===== config.mk =====
export PLATFORM = sky130hd
export DESIGN_NAME = speck_ks_round_decrypt
export DESIGN_NICKNAME = d
export VERILOG_FILES = /design/src/rtl/speck_ks_round_decrypt.sv
export SDC_FILE = /design/constraint.sdc
export NUM_CORES = 2
export LEC_CHECK = 0
export CAP_MARGIN = 25
export CORE_UTILIZATION = 40
export CTS_CLUSTER_DIAMETER = 40
export DETAILED_ROUTE_END_ITERATION = 10
export PLACE_DENSITY = 0.7
export SLEW_MARGIN = 20
export SYNTH_ARGS = -nofsm -noshare
export SYNTH_HDL_FRONTEND = slang
export SYNTH_SLANG_ARGS = --single-unit

===== constraint.sdc =====
create_clock -name clk -period 66.9 [get_ports clk]
set_clock_uncertainty 0.05 [all_clocks]
set_input_delay 13.38 -clock clk [delete_from_list [all_inputs] [get_ports clk]]
set_output_delay 13.38 -clock clk [all_outputs]
set_load 0.005 [all_outputs]

===== src/rtl/speck_ks_round_decrypt.sv =====
// Single-step SPECK128/128 engine: one key-schedule step and one inverse round, each with its own FSM.
// Optional macro SPECK_DEBUG_STATE_EN exposes live FSM encodings on ks_state/rd_state.
module speck_ks_round_decrypt (
    input  logic         clk,
    input  logic         rst,
    input  logic         ks_start,
    input  logic [127:0] key,
    input  logic [63:0]  round_ctr,
    output logic [127:0] out_key,
    output logic         ks_finished,
    output logic [3:0]   ks_state,
    input  logic         rd_start,
    input  logic [63:0]  subkey,
    input  logic [127:0] ciphertext,
    output logic [127:0] plaintext,
    output logic         rd_finished,
    output logic [3:0]   rd_state
);

    localparam logic [3:0] IDLE    = 4'd0;
    localparam logic [3:0] LOAD    = 4'd1;
    localparam logic [3:0] COMPUTE = 4'd2;
    localparam logic [3:0] DONE    = 4'd3;

    logic [3:0]  ks_st;
    logic [63:0] ks_k_r, ks_l_r, ks_ctr_r;
    logic [63:0] ks_l_next, ks_k_next;

    logic [3:0]  rd_st;
    logic [63:0] rd_x_r, rd_y_r, rd_sk_r;
    logic [63:0] rd_xy, rd_y_next, rd_diff, rd_x_next;

    // Key schedule: l' = (k + ROR(l,8)) ^ i ; k' = ROL(k,3) ^ l'
    always_comb begin
        ks_l_next = (ks_k_r + {ks_l_r[7:0], ks_l_r[63:8]}) ^ ks_ctr_r;
        ks_k_next = {ks_k_r[60:0], ks_k_r[63:61]} ^ ks_l_next;
    end

    // Inverse round: y' = ROR(x^y,3) ; x' = ROL((x^k) - y', 8)
    always_comb begin
        rd_xy     = rd_x_r ^ rd_y_r;
        rd_y_next = {rd_xy[2:0], rd_xy[63:3]};
        rd_diff   = (rd_x_r ^ rd_sk_r) - rd_y_next;
        rd_x_next = {rd_diff[55:0], rd_diff[63:56]};
    end

    always_ff @(posedge clk or posedge rst) begin
        if (rst) begin
            ks_st       <= IDLE;
            ks_k_r      <= '0;
            ks_l_r      <= '0;
            ks_ctr_r    <= '0;
            out_key     <= '0;
            ks_finished <= 1'b0;
        end else begin
            case (ks_st)
                IDLE: begin
                    if (ks_start) ks_st <= LOAD;
                end
                LOAD: begin
                    ks_k_r      <= key[127:64];
                    ks_l_r      <= key[63:0];
                    ks_ctr_r    <= round_ctr;
                    ks_finished <= 1'b0;
                    ks_st       <= COMPUTE;
                end
                COMPUTE: begin
                    out_key     <= {ks_k_next, ks_l_next};
                    ks_finished <= 1'b1;
                    ks_st       <= DONE;
                end
                DONE: begin
                    if (ks_start) begin
                        ks_finished <= 1'b0;
                        ks_st       <= LOAD;
                    end
                end
                default: ks_st <= IDLE;
            endcase
        end
    end

    always_ff @(posedge clk or posedge rst) begin
        if (rst) begin
            rd_st       <= IDLE;
            rd_x_r      <= '0;
            rd_y_r      <= '0;
            rd_sk_r     <= '0;
            plaintext   <= '0;
            rd_finished <= 1'b0;
        end else begin
            case (rd_st)
                IDLE: begin
                    if (rd_start) rd_st <= LOAD;
                end
                LOAD: begin
                    rd_x_r      <= ciphertext[127:64];
                    rd_y_r      <= ciphertext[63:0];
                    rd_sk_r     <= subkey;
                    rd_finished <= 1'b0;
                    rd_st       <= COMPUTE;
                end
                COMPUTE: begin
                    plaintext   <= {rd_x_next, rd_y_next};
                    rd_finished <= 1'b1;
                    rd_st       <= DONE;
                end
                DONE: begin
                    if (rd_start) begin
                        rd_finished <= 1'b0;
                        rd_st       <= LOAD;
                    end
                end
                default: rd_st <= IDLE;
            endcase
        end
    end

`ifdef SPECK_DEBUG_STATE_EN
    assign ks_state = ks_st;
    assign rd_state = rd_st;
`else
    assign ks_state = 4'h0;
    assign rd_state = 4'h0;
`endif

endmodule


==> impl_metrics.env <==
export IMPL_synth_edf_count=0
export IMPL_synth_fa_ha_area_share_pct=5.198
export IMPL_grt_pass1_vias=24780
export IMPL_slew_headroom_pct=30.83
export IMPL_cts_sinks=646
export IMPL_cts_clk_slew_worst_paths_ns=0.05
export IMPL_cts_hold_buf=0
export IMPL_rows=105
export IMPL_fillers=7061
export IMPL_place_ws_ns=50.62
export IMPL_cap_violations=0
export IMPL_cts_root_buf="clkbuf_16"
export IMPL_dpl_cell_count=4444
export IMPL_hold_viol=0
export IMPL_synth_xor_area_share_pct=10.41
export IMPL_critical_path_class="primary input to asynchronous set/reset pin"
export IMPL_slew_violations=0
export IMPL_grt_max_degree=164
export IMPL_final_cell_mix="646 x dfrtp_1, 645 x clkdlybuf4s50_1, 500 x mux2_2, 273 x xnor2_1, 269 x a21oi_1"
export IMPL_drt_initial_drc_count=1191
export IMPL_area_growth_pct=34.52
export IMPL_die_y_um=289.3
export IMPL_outcome="complete, no violations"
export IMPL_finalNetCount=4007
export IMPL_synth_compound_area_share_pct=10.20
export IMPL_via_per_inst=5.200
export IMPL_initial_core_util_pct=40.35
export IMPL_grt_pass1_wl_um=144300
export IMPL_period_share_pct=23.35
export IMPL_clk_path_buf_depth=3
export IMPL_synth_yosys_seq_area_share_pct=48.95
export IMPL_synth_cell_types=73
export IMPL_final_setup_worst_slack_ns=51.28
export IMPL_worstPathArrival_ns=16.18
export IMPL_htreeDepth=3
export IMPL_synthFlopType="dfrtp_1"
export IMPL_drc=0
export IMPL_io_pins=654
export IMPL_ctsResizeCount=0
export IMPL_crit_required_ns=67.46
export IMPL_rsz0062_at_grt="no"
export IMPL_end_kind="asynchronous set/reset pin"
export IMPL_clk_latency_ns=0.68
export IMPL_final_cell_area_mm2=0.04442
export IMPL_first_pass_iters=6
export IMPL_cts_tree="built"
export IMPL_die_x_um=289.3
export IMPL_drt_wl_total_um=96600
export IMPL_ys_warn_count=0
export IMPL_tightest_slew_ns=1.037
export IMPL_netlist_area_mm2=0.03302
export IMPL_placed_cell_area_mm2=0.04053
export IMPL_mostFrequentLayoutCell="dfrtp_1"
export IMPL_final_cells=4652
export IMPL_synthArstFlopShare_pct=100.0
export IMPL_worstPathMaxFanout=163
export IMPL_cts_made_buffers=107
export IMPL_synth_mux_area_fraction_pct=17.32
export IMPL_die_area_mm2=0.08371
export IMPL_start_kind="primary input"
export IMPL_worstHoldPathType="flop to flop"
export IMPL_antenna_found_initial=28
export IMPL_syn_avg_cell_area_um2=11.64
export IMPL_postCtsSetupRepairBufs=0
export IMPL_drive_above_1_share_pct=20.43
export IMPL_wl_per_cell_um=20.76
export IMPL_synth_top_family_by_area="multiplexers"
export IMPL_overflow=0
export IMPL_vias=24190
export IMPL_place_congestion=0.9173
export IMPL_io_buffers=645
export IMPL_grt_usage_pct=22.37
export IMPL_max_freq_mhz=64.01
export IMPL_synth_cells=2836
export IMPL_yosys_area_share_simple_pct=5.717
export IMPL_dp_hpwl_um=72690
export IMPL_timing_final_crit_period_ns=15.62
export IMPL_ys_seq_elements=646
export IMPL_setup_viol=0
export IMPL_coreArea_mm2=0.08185
export IMPL_ant_nets=0
export IMPL_tns_ns=0
## flip-flops by register name (all words and copies together), names as in the netlist
signal	count
ks_ctr_r	64
ks_finished	1
ks_k_r	64
ks_l_r	64
ks_st	2
out_key	128
plaintext	128
rd_finished	1
rd_sk_r	64
rd_st	2
rd_x_r	64
rd_y_r	64
## worst max-delay path, cell delays in order
cell and delay [ns]:
clkdlybuf4s50_1 0.49, inv_8 0.55, buf_12 0.65, buf_12 0.61
## final timing paths
check,startpoint,to,slack [ns],depth (start not counted)
max,rst,plaintext[101],51.28,4
min reg2reg,plaintext[112],plaintext[112],0.45,1
max in group clk,out_key[42],out_key[42],51.78,1
min,plaintext[112],plaintext[112],0.45,1
min in group asynchronous,rst,out_key[96],13.21,2
max reg2reg,ks_k_r[0],out_key[126],62.09,15
## per-stage QoR
stage / util [%] / hold slack [ns]
2_1_floorplan: - / 0.4349
3_3_place_gp: 49.51 / 0.4389
3_5_place_dp: 49.51 / 0.4442
4_1_cts: 54.25 / 0.4564
5_1_grt: 54.26 / 0.4655
6_report: 54.28 / 0.4509
## layer usage
layer | vias up | share of wire (%) | GRT usage [%]
met2 | 719 | 50 | 39.34
met1 | 11890 | 38 | 25.29
li1 | 11360 | - | -
met5 | - | 0.26 | 0
met3 | 181 | 8.9 | 7.598
met4 | 38 | 2.7 | 7.250
## cell type report
cell class / instances / area (um2) / share of cell area (%)
timing repair buffer: 658 / 6591 / 14.84
inverter: 56 / 217.7 / 0.4901
clock buffer: 127 / 2894 / 6.515
tap: 1070 / 1339 / 3.014
sequential: 646 / 16170 / 36.39
clock inverter: 72 / 982.2 / 2.211
multi-input combinational: 2014 / 16210 / 36.49
antenna: 9 / 22.52 / 0.05070
## cell families after synthesis
group	after synthesis
buffers and inverters	183
and+or+nand+nor	429
xor gates and xnor gates	386
other	1
AOI/OAI and AO/OA	546
adders and majority gates	136
muxes	509
DFF	646
## cells in the mapped netlist, drive strengths merged (16+ instances only)
cell type  count  share of area, %
buf           16              0.29
nand4         30              0.57
xor2         109               2.9
clkbuf       111               1.3
nand2        102               1.2
ha           134               5.1
a31oi         17              0.34
inv           56              0.64
xnor2        273               7.2
nor2         202               2.3
mux2         500                17
nor3          20              0.30
o21ai         72               1.1
a21oi        270               4.1
nand3         21              0.32
dfrtp        646                49
o21bai        26              0.59
a21o          65               1.5
Power is not shown: default switching activity piles up to over one toggle a cycle in this logic, so the estimate is an artifact.
